[src/rtl/div_arb_pkg.sv]
// Shared types and constants for the divider arbiter.
// State encoding for the arbiter sequencer and the default operand width.
package div_arb_pkg;

  localparam int DEF_WIDTH = 16;

  typedef enum logic [1:0] {
    IDLE  = 2'd0,
    ISSUE = 2'd1,
    WAIT  = 2'd2,
    RESP  = 2'd3
  } arb_state_e;

endpackage

[src/rtl/rr_pick.sv]
// Combinational round-robin selector: returns the first asserted request
// found scanning upward from rr_ptr, wrapping at NUM_REQ.
module rr_pick #(
  parameter int NUM_REQ = 4,
  parameter int PTR_W   = $clog2(NUM_REQ)
) (
  input  logic [NUM_REQ-1:0] req,
  input  logic [PTR_W-1:0]   rr_ptr,
  output logic [PTR_W-1:0]   winner,
  output logic               any_req
);

  localparam logic [PTR_W:0] NREQ_W = (PTR_W+1)'(NUM_REQ);

  logic [PTR_W:0]   sum_s;
  logic [PTR_W-1:0] idx_s;
  logic             found_s;

  // Scan requesters in pointer order and keep the first one that is asserted.
  always_comb begin
    winner  = '0;
    found_s = 1'b0;
    sum_s   = '0;
    idx_s   = '0;
    for (int k = 0; k < NUM_REQ; k++) begin
      sum_s = {1'b0, rr_ptr} + (PTR_W+1)'(k);
      if (sum_s >= NREQ_W) begin
        idx_s = PTR_W'(sum_s - NREQ_W);
      end else begin
        idx_s = sum_s[PTR_W-1:0];
      end
      if (!found_s && req[idx_s]) begin
        winner  = idx_s;
        found_s = 1'b1;
      end else begin
        found_s = found_s;
      end
    end
  end

  assign any_req = |req;

endmodule

[src/rtl/div_arbiter.sv]
// Round-robin arbiter/sequencer sharing one multi-cycle divider among
// NUM_REQ requesters. One operation per grant; results return on a shared
// bus tagged by a one-hot resp_valid pulse.
// Optional feature macro: DIV_ZERO_BYPASS_EN -- a zero divisor is answered
// directly from IDLE (quotient all ones, remainder = dividend) without
// starting the divider, and an extra div_by_zero pulse accompanies resp_valid.
module div_arbiter
  import div_arb_pkg::*;
#(
  parameter int NUM_REQ = 4,
  parameter int WIDTH   = DEF_WIDTH
) (
  input  logic                     clk,
  input  logic                     reset,
  input  logic [NUM_REQ-1:0]       req,
  input  logic [NUM_REQ*WIDTH-1:0] dividend_in,
  input  logic [NUM_REQ*WIDTH-1:0] divisor_in,
  output logic [NUM_REQ-1:0]       gnt,
  output logic [NUM_REQ-1:0]       resp_valid,
  output logic [WIDTH-1:0]         quotient_out,
  output logic [WIDTH-1:0]         remainder_out,
  output logic                     busy,
`ifdef DIV_ZERO_BYPASS_EN
  output logic                     div_by_zero,
`endif
  output logic                     div_start,
  output logic [WIDTH-1:0]         div_dividend,
  output logic [WIDTH-1:0]         div_divisor,
  input  logic [WIDTH-1:0]         div_quotient,
  input  logic [WIDTH-1:0]         div_remainder,
  input  logic                     div_done
);

  localparam int PTR_W = $clog2(NUM_REQ);
  localparam logic [NUM_REQ-1:0] ONE = NUM_REQ'(1);
  localparam logic [PTR_W-1:0]   LAST_IDX = PTR_W'(NUM_REQ - 1);

  arb_state_e       state_r;
  logic [PTR_W-1:0] rr_ptr_r;
  logic [PTR_W-1:0] owner_r;
  logic             done_armed_r;

  logic [PTR_W-1:0] winner_s;
  logic             any_req_s;
  logic [WIDTH-1:0] win_dividend_s;
  logic [WIDTH-1:0] win_divisor_s;

  rr_pick #(
    .NUM_REQ (NUM_REQ),
    .PTR_W   (PTR_W)
  ) u_rr_pick (
    .req     (req),
    .rr_ptr  (rr_ptr_r),
    .winner  (winner_s),
    .any_req (any_req_s)
  );

  // Select the winner's operand slices for latching at grant time.
  always_comb begin
    win_dividend_s = '0;
    win_divisor_s  = '0;
    for (int i = 0; i < NUM_REQ; i++) begin
      if (winner_s == PTR_W'(i)) begin
        win_dividend_s = dividend_in[i*WIDTH +: WIDTH];
        win_divisor_s  = divisor_in[i*WIDTH +: WIDTH];
      end else begin
        win_dividend_s = win_dividend_s;
      end
    end
  end

  // Sequencer: grant, start divider, wait for a fresh done, return result.
  always_ff @(posedge clk or posedge reset) begin
    if (reset) begin
      state_r       <= IDLE;
      rr_ptr_r      <= '0;
      owner_r       <= '0;
      done_armed_r  <= 1'b0;
      gnt           <= '0;
      resp_valid    <= '0;
      busy          <= 1'b0;
      div_start     <= 1'b0;
      div_dividend  <= '0;
      div_divisor   <= '0;
      quotient_out  <= '0;
      remainder_out <= '0;
`ifdef DIV_ZERO_BYPASS_EN
      div_by_zero   <= 1'b0;
`endif
    end else begin
      case (state_r)
        IDLE: begin
          resp_valid <= '0;
          div_start  <= 1'b0;
          if (any_req_s) begin
            gnt          <= ONE << winner_s;
            owner_r      <= winner_s;
            div_dividend <= win_dividend_s;
            div_divisor  <= win_divisor_s;
            busy         <= 1'b1;
`ifdef DIV_ZERO_BYPASS_EN
            // Zero divisor: answer immediately, the divider is never started.
            if (win_divisor_s == {WIDTH{1'b0}}) begin
              quotient_out  <= {WIDTH{1'b1}};
              remainder_out <= win_dividend_s;
              resp_valid    <= ONE << winner_s;
              div_by_zero   <= 1'b1;
              state_r       <= RESP;
            end else begin
              state_r       <= ISSUE;
            end
`else
            state_r      <= ISSUE;
`endif
          end else begin
            gnt     <= '0;
            busy    <= 1'b0;
            state_r <= IDLE;
          end
        end
        ISSUE: begin
          gnt          <= '0;
          div_start    <= 1'b1;
          done_armed_r <= 1'b0;
          busy         <= 1'b1;
          state_r      <= WAIT;
        end
        WAIT: begin
          div_start <= 1'b0;
          // div_done is sticky from the previous operation; only a high level
          // seen after a low sample belongs to the current operation.
          if (div_done && done_armed_r) begin
            quotient_out  <= div_quotient;
            remainder_out <= div_remainder;
            resp_valid    <= ONE << owner_r;
            state_r       <= RESP;
          end else if (!div_done) begin
            done_armed_r  <= 1'b1;
          end else begin
            state_r       <= WAIT;
          end
        end
        RESP: begin
          gnt        <= '0;
          resp_valid <= '0;
          busy       <= 1'b0;
`ifdef DIV_ZERO_BYPASS_EN
          div_by_zero <= 1'b0;
`endif
          if (owner_r == LAST_IDX) begin
            rr_ptr_r <= '0;
          end else begin
            rr_ptr_r <= owner_r + PTR_W'(1);
          end
          state_r <= IDLE;
        end
        default: begin
          gnt        <= '0;
          resp_valid <= '0;
          div_start  <= 1'b0;
          busy       <= 1'b0;
          state_r    <= IDLE;
        end
      endcase
    end
  end

endmodule

[config.mk]
export PLATFORM = sky130hd
export DESIGN_NAME = div_arbiter
export DESIGN_NICKNAME = d
export VERILOG_FILES = /design/src/rtl/div_arb_pkg.sv /design/src/rtl/rr_pick.sv /design/src/rtl/div_arbiter.sv
export SDC_FILE = /design/constraint.sdc
export NUM_CORES = 1
export LEC_CHECK = 0
export CAP_MARGIN = 20
export CORE_MARGIN = 4
export CORE_UTILIZATION = 45
export DETAILED_ROUTE_END_ITERATION = 7
export DONT_BUFFER_PORTS = 1
export GPL_TIMING_DRIVEN = 0
export PLACE_DENSITY = 0.6
export SLEW_MARGIN = 40
export SYNTH_ARGS = -nofsm -noshare
export SYNTH_HDL_FRONTEND = slang
export SYNTH_HIERARCHICAL = 1
export SYNTH_SLANG_ARGS = --single-unit
[constraint.sdc]
create_clock -name clk -period 7.91 [get_ports clk]
set_input_delay 2.373 -clock clk [delete_from_list [all_inputs] [get_ports clk]]
set_output_delay 2.373 -clock clk [all_outputs]
set_load 0.01 [all_outputs]
==> results.cfg, run 1 <==
[outcome]
outcome = finished clean

[synth]
top_cells_by_count_synth = 81 x sky130_fd_sc_hd__dfrtp_1, 64 x sky130_fd_sc_hd__mux2i_1, 50 x sky130_fd_sc_hd__nand2_1, 33 x sky130_fd_sc_hd__mux2_1, 30 x sky130_fd_sc_hd__o221ai_2
synth-edff-count = 0
ys_async_sr_fraction_pct = 100
synth_cell_types = 28
synthAdderAreaFrac_pct = 2.95
synth.yosys.seq_area_share_pct = 47.7
compound_cell_area_share_of_the_yosys_netlist_pct = 15.0
synth_area_per_cell_um2 = 12.3
yosys.area_share.simple_pct = 5.80
cell_area_synth_um2 = 4250
post_synth_main_area_contributors = sky130_fd_sc_hd__dfrtp_1 48%, sky130_fd_sc_hd__mux2i_1 15%, sky130_fd_sc_hd__o221ai_2 11%, sky130_fd_sc_hd__mux2_1 8.7%, sky130_fd_sc_hd__nand2_1 4.4%
synth.most_common_cell = sky130_fd_sc_hd__dfrtp_1
postSynthRegisterBits = 81
netlist.area_leader.share_pct = 47.7
syn_nets = 522
muxShareOfSynthArea_pct = 23.8
synth-xor-area-share_pct = 0
synth_top_family_by_area = multiplexers
postSynth.topFlopCell = sky130_fd_sc_hd__dfrtp_1
synth.largest_area_cell = sky130_fd_sc_hd__dfrtp_1
synth.yosys.warnings = 6
synthesis.instances = 345

[worst_hold_path]
min_delay_worst_endpoint = done_armed_r
timing.hold.worst_path_depth = 2
worst_hold_path_type = reg -> reg
launch_instance_of_the_worst_min_delay_path = done_armed_r

[layout]
layout.filler_cells = 806
num-nets-final = 534
insertedDiodeCount = 0
syn2layout_area_growth_pct = 9.22
area.sequential_um2 = 2030
final_layout_size_suffix_gt1_share_pct = 19.7
multi_input_comb_area_um2 = 2020

[sta]
fin_ws_ps = 4060
finalCritPeriodShare_pct = 48.7
setup_viol_count_final = 0
worst_tran_pin_value_ps = 483
final_hold_viol_count = 0
whs_ps = 525
layout_min_cycle_time_ps = 3850
finalClockSkew_ps = 6.61
fin_tns_setup_ps = 0
slew_violations = 0
max_slew_margin_pct = 67.8
rsz0062_at_grt = false
fmax_ghz = 0.259

[clock_network]
clock_insertion_delay_at_the_later_pin_of_the_skew_report_ps = 340
cts-hold-fix-buffers = 0
postCtsResizedCells = 0
tritoncts = yes
cts_buffers = 9
cts-root-buf = sky130_fd_sc_hd__clkbuf_8
clock-sinks = 81
cts_setup_buffers = 0
cts_max_path_buffers = 2
cts_htree_levels = 3
clkTransAtPathRegs_ps = 80

[worst_setup_path]
crit_type = in -> reg
worst_ep_arrival_time_ps = 4080
cp-end-kind = flop
length_in_cells_of_the_worst_reg_to_reg_path = 8
crit_start = req[1]
endpoint_of_the_worst_slack_reg_to_reg_timing_path = div_dividend[8]
critical_path.max_fanout = 10
register_to_register_path_setup_slack_ps = 5680
r2r_start = rr_ptr_r[0]
startpoint_type = input pin
crit_required_ps = 8130

[placed_design]
globalplace.congestion = 0.776
placement.setup.worst_slack_ps = 3650
port_buffers = 0
dp.final_hpwl_um = 8710

[route]
drt-pass1-iter-count = 4
drtAntennaViolNets = 0
dr_total_vias = 2811
postRouteWirelength_um = 10900
drt_first_iter_violations = 136
drt-wirelength-per-cell_um = 23.2
drc_errors = 0
viasPerCell = 5.96

[pwr]
p_leak_nw = 2.02
powerDensity_nw_per_um2 = 432
ir_worst_vdd_mv = 0.161
total_power_mw = 2.00

[global_route]
grt_first_pass_wirelength_um = 16800
grt_pass1_vias = 2898
globalRouteOverflowTotal = 0
largest_net_degree_at_the_start_of_global_routing = 42
grt_antenna_before_repair = 0
groute.usage.overall_pct = 19.8

[floorplanning]
initial_core_util_pct = 46.2
count_of_standard_cell_rows = 35
die_h_um = 105
die_w_um = 105
placeableCoreArea_um2 = 9200
i_o_pin_total = 241
die-area_um2 = 11100

[job]
maxCapViolations = 0
critical path: stages:
cell and delay [ps]:
sky130_fd_sc_hd__inv_1 30, sky130_fd_sc_hd__a221o_1 350, sky130_fd_sc_hd__a21oi_1 240, sky130_fd_sc_hd__buf_2 180, sky130_fd_sc_hd__buf_4 240, sky130_fd_sc_hd__buf_4 260
sky130_fd_sc_hd__mux2i_1 280, sky130_fd_sc_hd__o221ai_2 130
through the flow:
step	area [um^2]	std cells	utilization (%)
after global routing	4640	472	50.4
final	4640	472	50.4
after global placement	4390	456	47.7
after floorplan	4250	345	-
after detailed placement	4410	457	48.0
after CTS	4640	472	50.4
cell families (layout without fill, tap and decap cells):
kind of cell,count (synthesis),in the layout
simple gates,60,60
compound gates,60,60
fa+ha+maj,10,10
flops,81,81
mux,97,97
buf+inv,37,53
cells in the final DEF (no fill, tap or decap), types with 2 or more instances in the layout:
cell type | netlist | routed
sky130_fd_sc_hd__a21oi_1 | 5 | 5
sky130_fd_sc_hd__buf_2 | 12 | 12
sky130_fd_sc_hd__buf_4 | 4 | 4
sky130_fd_sc_hd__buf_6 | 4 | 4
sky130_fd_sc_hd__bufinv_16 | 0 | 2
sky130_fd_sc_hd__clkbuf_1 | 3 | 3
sky130_fd_sc_hd__clkbuf_8 | 0 | 11
sky130_fd_sc_hd__dfrtp_1 | 81 | 81
sky130_fd_sc_hd__ha_1 | 10 | 10
sky130_fd_sc_hd__inv_1 | 10 | 9
sky130_fd_sc_hd__inv_2 | 3 | 3
sky130_fd_sc_hd__mux2_1 | 33 | 33
sky130_fd_sc_hd__mux2i_1 | 64 | 64
sky130_fd_sc_hd__nand2_1 | 50 | 50
sky130_fd_sc_hd__nand2b_1 | 3 | 3
sky130_fd_sc_hd__nand3_1 | 3 | 3
sky130_fd_sc_hd__o211ai_1 | 4 | 4
sky130_fd_sc_hd__o21ai_1 | 12 | 12
sky130_fd_sc_hd__o221ai_1 | 3 | 3
sky130_fd_sc_hd__o221ai_2 | 30 | 30
sky130_fd_sc_hd__o31ai_1 | 2 | 2
how the worst max path moves through the flow:
stage	end	slack (ps)	cells past startpoint
finish	div_dividend[8]	4060	8
global route	div_dividend[9]	3950	8
CTS	div_dividend[8]	4020	8
detailed placement	div_dividend[8]	3650	8
global placement	div_dividend[14]	2570	1
floorplan	busy	3460	1
final cells by class:
class / instances / area share [%]
buffer: 24 / 3.24
timing repair buffer: 1 / 0.431
clock buffer: 11 / 3.26
clock inverter: 4 / 1.65
sequential: 81 / 43.7
multi-input combinational: 227 / 43.6
inverter: 13 / 1.16
tap: 111 / 2.99
routing by layer:
layer  up-vias  global-route usage [%]  routed length [um]
met2       173                    32.0                5380
met5         -                       0                   0
li1       1282                       -                   -
met4         0                    5.44                 142
met3        10                    8.34                1190
met1      1346                    24.2                4220
report_power, final:
group          switching, mW  internal [mW]  total, mW
logic                  0.435          0.359      0.795
registers              0.248          0.618      0.866
clock network          0.148          0.194      0.342
state kept, by name, summed over array words and instances, names as in the netlist:
| signal | cells |
|---|---|
| gnt | 4 |
| rr_ptr_r | 2 |
| state_r | 2 |
| div_divisor | 16 |
| owner_r | 2 |
| quotient_out | 16 |
| busy | 1 |
| resp_valid | 4 |
| done_armed_r | 1 |
| remainder_out | 16 |
| div_dividend | 16 |
| div_start | 1 |
No activity file was read; power rests on OpenSTA's default activity.
==> run 2, diff against run 1 <==
--- a/config.mk
+++ b/config.mk
@@ -11,7 +11,7 @@
 export DETAILED_ROUTE_END_ITERATION = 7
 export DONT_BUFFER_PORTS = 1
 export GPL_TIMING_DRIVEN = 0
-export PLACE_DENSITY = 0.6
+export PLACE_DENSITY = 0.62
 export SLEW_MARGIN = 40
 export SYNTH_ARGS = -nofsm -noshare
 export SYNTH_HDL_FRONTEND = slang
==> constraint.sdc (replaced) <==
create_clock -name clk -period 3.4 [get_ports clk]
set_input_delay 1.02 -clock clk [delete_from_list [all_inputs] [get_ports clk]]
set_output_delay 1.02 -clock clk [all_outputs]
set_load 0.01 [all_outputs]
==> run 2 against run 1 <==
Net effect:
- die area stayed put
- clock skew up 5.4 ps
- setup slack worse by 3100 ps
- worst hold slack worse by 7.7 ps
- critical endpoint is now div_dividend[4]
- largest cell class unchanged
- highest routed layer unchanged
==> results.cfg, run 2 (same netlist as run 1, synthesis figures left out) <==
[outcome]
outcome = finished clean

[clock_network]
cts-hold-fix-buffers = 0
cts_htree_levels = 3
cts_max_path_buffers = 2
tritoncts = yes
cts_buffers = 9
clock-sinks = 81
postCtsResizedCells = 0
clock_insertion_delay_at_the_later_pin_of_the_skew_report_ps = 340
cts-root-buf = sky130_fd_sc_hd__clkbuf_8
cts_setup_buffers = 0
clkTransAtPathRegs_ps = 80

[worst_setup_path]
critical_path.max_fanout = 10
crit_required_ps = 3620
cp.buffers_inverters = 4
critPathMaxStageDelay_ps = 340
crit_type = in -> reg
worst_path_most_repeated_cell = sky130_fd_sc_hd__buf_4
worst_ep_arrival_time_ps = 2690
startpoint_type = input pin
critPathTopFamily = buffers and inverters
cp-end-kind = flop
worstPathCellList = inv_1 -> a221o_1 -> a21oi_1 -> buf_2 -> buf_4 -> buf_4 -> mux2i_1 -> o221ai_2
critical_path.slowest_cell = sky130_fd_sc_hd__a221o_1

[route]
drt_first_iter_violations = 123
viasPerCell = 5.98
drtAntennaViolNets = 0
postRouteWirelength_um = 10900
drc_errors = 0
drt-pass1-iter-count = 4
dr_total_vias = 2824
drt-wirelength-per-cell_um = 23.1

[sta]
setup_viol_count_final = 0
whs_ps = 518
slew_violations = 0
rsz0062_at_grt = false
worst_tran_pin_value_ps = 467
fin_ws_ps = 931
finalClockSkew_ps = 12.1
final_hold_viol_count = 0
finalCritPeriodShare_pct = 72.6
fmax_ghz = 0.405
layout_min_cycle_time_ps = 2470
max_slew_margin_pct = 68.9

[pwr]
ir_worst_vdd_mv = 0.357
total_power_mw = 4.63
powerDensity_nw_per_um2 = 1000
p_leak_nw = 2.01

[layout]
final_layout_size_suffix_gt1_share_pct = 19.4
num-nets-final = 534
insertedDiodeCount = 0
layout_commonest_cell = sky130_fd_sc_hd__dfrtp_1
mostFrequentLayoutCells = 81 x sky130_fd_sc_hd__dfrtp_1, 64 x sky130_fd_sc_hd__mux2i_1, 50 x sky130_fd_sc_hd__nand2_1, 33 x sky130_fd_sc_hd__mux2_1, 30 x sky130_fd_sc_hd__o221ai_2
syn2layout_area_growth_pct = 8.78

[global_route]
largest_net_degree_at_the_start_of_global_routing = 43
grt_first_pass_wirelength_um = 17200
grt_antenna_before_repair = 0
groute.usage.overall_pct = 19.8
globalRouteOverflowTotal = 0
grt_pass1_vias = 3175

[worst_hold_path]
worst_hold_path_type = reg -> reg

[placed_design]
dp.final_hpwl_um = 8650
port_buffers = 0
placement.setup.worst_slack_ps = 581
globalplace.congestion = 0.807

[floorplanning]
die_w_um = 105
die_h_um = 105
placeableCoreArea_um2 = 9200
die-area_um2 = 11100
count_of_standard_cell_rows = 35
initial_core_util_pct = 46.2
i_o_pin_total = 241

[job]
maxCapViolations = 0
## run 2: changes by cell type in the layout (fill, tap and decap cells not counted), sizes merged
cell | previous run | this run
clkbuf | 14 | 13
clkinv | 1 | 2
## run 2: path summary, 6_finish.rpt
kind | from | end | slack (ps) | depth (start not counted)
min in group asynchronous | reset | quotient_out[0] | 530 | 1
worst max register to register | rr_ptr_r[0] | div_dividend[4] | 1210 | 8
worst max-delay path | req[1] | div_dividend[4] | 930 | 8
worst min-delay path | done_armed_r | done_armed_r | 520 | 2
worst min register to register | done_armed_r | done_armed_r | 520 | 2
max in group asynchronous | reset | div_dividend[0] | 2320 | 2
## run 2: area by class of cell
class	instances	area, um^2
clock buffer	10	128
tap	111	139
multi-input combinational	227	2020
inverter	13	53.8
timing repair buffer	1	20.0
sequential	81	2030
buffer	24	150
fill	816	4580
clock inverter	5	81.3
## run 2: worst register-to-register path, delay by kind of cell (launching register included)
kind                   cells  cell delay, ps
AO/OA/AOI/OAI              3             640
flip-flops                 1             410
multiplexers               1             290
buffers and inverters      4             740
## run 2: power breakdown
| group | switching (mW) | internal (mW) | leakage, nW |
|---|---|---|---|
| Sequential | 0.580 | 1.44 | 0.992 |
| Combinational | 1.02 | 0.835 | 0.915 |
| Clock | 0.347 | 0.410 | 0.102 |
## run 2: through the flow
stage | instances | area [um^2] | setup TNS [ps] | util [%]
4_1_cts | 472 | 4620 | 0 | 50.2
2_1_floorplan | 345 | 4250 | 0 | -
3_5_place_dp | 457 | 4410 | 0 | 48.0
6_report | 472 | 4620 | 0 | 50.2
3_3_place_gp | 456 | 4390 | -46670 | 47.7
5_1_grt | 472 | 4620 | 0 | 50.2
## run 2: metal layers
metal / part of all wire, % / global-route usage (%)
met5: 0 / 0
met2: 50 / 34.9
met3: 9.7 / 6.61
met1: 39 / 22.6
met4: 1.2 / 6.19
==> run 3, diff against run 2 <==
--- a/config.mk
+++ b/config.mk
@@ -11,7 +11,7 @@
 export DETAILED_ROUTE_END_ITERATION = 7
 export DONT_BUFFER_PORTS = 1
 export GPL_TIMING_DRIVEN = 0
-export PLACE_DENSITY = 0.62
+export PLACE_DENSITY = 0.6
 export SLEW_MARGIN = 40
 export SYNTH_ARGS = -nofsm -noshare
 export SYNTH_HDL_FRONTEND = slang
==> constraint.sdc (replaced) <==
create_clock -name clk -period 2.33 [get_ports clk]
set_input_delay 0.699 -clock clk [delete_from_list [all_inputs] [get_ports clk]]
set_output_delay 0.699 -clock clk [all_outputs]
set_load 0.01 [all_outputs]
==> run 3 against run 2 <==
Net effect:
- register-to-register slack worse by 1000 ps
- wire length is 0.69% lower
- non-clock buffer count is 2 higher
- clock skew is 4.1 ps higher
- critical path type is now reg -> reg
- clock-buffer cell count is 1 lower
- global-route usage hardly changed
- flip-flop and latch count stayed put
==> results.cfg, run 3 (same netlist as run 1, synthesis figures left out) <==
[placed_design]
dp.final_hpwl_um = 8710
globalplace.congestion = 0.752
port_buffers = 0
placement.setup.worst_slack_ps = -213

[global_route]
groute.usage.overall_pct = 19.8
grt_pass1_vias = 3048
grt_first_pass_wirelength_um = 17000
globalRouteOverflowTotal = 0
largest_net_degree_at_the_start_of_global_routing = 26
grt_antenna_before_repair = 0

[floorplanning]
i_o_pin_total = 241
die_w_um = 105
die-area_um2 = 11100
placeableCoreArea_um2 = 9200
initial_core_util_pct = 46.2
die_h_um = 105
count_of_standard_cell_rows = 35

[sta]
worst_tran_pin_value_ps = 467
rsz0062_at_grt = false
layout_min_cycle_time_ps = 2150
whs_ps = 225
finalClockSkew_ps = 16.2
max_slew_margin_pct = 68.8
setup_viol_count_final = 0
fin_tns_setup_ps = 0
slew_violations = 0
final_hold_viol_count = 0
fmax_ghz = 0.465
fin_ws_ps = 181
finalCritPeriodShare_pct = 92.2

[clock_network]
clkTransAtPathRegs_ps = 90
clock_insertion_delay_at_the_later_pin_of_the_skew_report_ps = 360
cts-hold-fix-buffers = 0
cts_setup_buffers = 0
postCtsResizedCells = 0
cts_buffers = 9
clock-sinks = 81
cts-root-buf = sky130_fd_sc_hd__clkbuf_8
cts_max_path_buffers = 2
tritoncts = yes
cts_htree_levels = 3

[worst_setup_path]
startpoint_type = flop
crit_type = reg -> reg
crit_required_ps = 2560
worst_ep_arrival_time_ps = 2380
critical_path.max_fanout = 10
cp-end-kind = flop

[pwr]
p_leak_nw = 2.02
p_int_mw = 3.74
powerDensity_nw_per_um2 = 1420
p_sw_share_pct = 43.4
sequentialPowerShare_pct = 44.5
net-switching-power_mw = 2.87
total_power_mw = 6.60
p_clk_share_pct = 14.8
power.combinational.fraction_pct = 40.7
ir_worst_vdd_mv = 0.521

[worst_hold_path]
worst_hold_path_type = in -> async

[layout]
layout.core_utilization_pct = 50.6
num-nets-final = 536
final_layout_size_suffix_gt1_share_pct = 20.3
insertedDiodeCount = 0
syn2layout_area_growth_pct = 9.46
mostFrequentLayoutCells = 81 x sky130_fd_sc_hd__dfrtp_1, 64 x sky130_fd_sc_hd__mux2i_1, 50 x sky130_fd_sc_hd__nand2_1, 33 x sky130_fd_sc_hd__mux2_1, 30 x sky130_fd_sc_hd__o221ai_2
layout_commonest_cell = sky130_fd_sc_hd__dfrtp_1

[route]
dr_total_vias = 2824
drt_first_iter_violations = 107
viasPerCell = 5.95
postRouteWirelength_um = 10800
drt-wirelength-per-cell_um = 22.8
drt-pass1-iter-count = 4
drc_errors = 0
drtAntennaViolNets = 0

[job]
maxCapViolations = 0

[outcome]
outcome = finished clean
## run 3: changes by cell type in the layout (fill, tap and decap cells not counted)
cell and change:
sky130_fd_sc_hd__bufinv_16 -2, sky130_fd_sc_hd__clkbuf_1 -1, sky130_fd_sc_hd__inv_8 +1, sky130_fd_sc_hd__clkinv_4 -1, sky130_fd_sc_hd__inv_6 +4, sky130_fd_sc_hd__buf_16 +2
## run 3: worst max-delay path, cell delays in order (launching register included)
cell                       delay [ps]
sky130_fd_sc_hd__dfrtp_1          420
sky130_fd_sc_hd__inv_2             50
sky130_fd_sc_hd__a221o_1          310
sky130_fd_sc_hd__a21oi_1          190
sky130_fd_sc_hd__buf_2            160
sky130_fd_sc_hd__buf_4            230
sky130_fd_sc_hd__buf_4            260
sky130_fd_sc_hd__mux2i_1          280
sky130_fd_sc_hd__o221ai_2         130
## run 3: metal layers
| metal | up-vias | global-route usage [%] | wire, um |
|---|---|---|---|
| li1 | 1287 | - | - |
| met1 | 1365 | 23.5 | 4360 |
| met3 | 12 | 7.10 | 1010 |
| met4 | 0 | 6.09 | 170 |
| met5 | - | 0 | 0 |
| met2 | 160 | 33.6 | 5290 |
## run 3: layout make-up
type / instances / area (um^2)
flip-flops and latches: 81 / 2030
fillers: 816 / 4550
multi-input cells: 227 / 2020
repair buffers: 3 / 75.1
inverters: 13 / 52.6
well taps: 111 / 139
clock buffers: 9 / 124
plain buffers: 24 / 150
clock inverters: 7 / 60.1
## run 3: path summary, 6_finish.rpt
| path | startpoint | to | slack [ps] | cells past startpoint |
|---|---|---|---|---|
| setup / recovery | rr_ptr_r[0] | div_divisor[7] | 180 | 8 |
| hold / removal | reset | quotient_out[6] | 230 | 1 |
| setup reg to reg | rr_ptr_r[0] | div_divisor[7] | 180 | 8 |
| hold reg to reg | done_armed_r | done_armed_r | 530 | 2 |
| max in group asynchronous | reset | div_divisor[6] | 1470 | 3 |
| min in group clk | div_quotient[1] | quotient_out[1] | 460 | 1 |
## run 3: power by group through the flow
stage	registers, mW	logic [mW]	clock network [mW]
after floorplan	2.76	2.25	0
after global placement	2.97	2.67	0
after detailed placement	2.97	2.77	0
after CTS	2.96	2.76	1.02
after global routing	3.03	3.03	1.09
final	2.94	2.69	0.980
## run 3: per-stage QoR
stage	area (um^2)	cells
detailed placement	4470	459
CTS	4650	475
floorplan	4250	345
finish	4650	475
global route	4650	475
global placement	4390	456
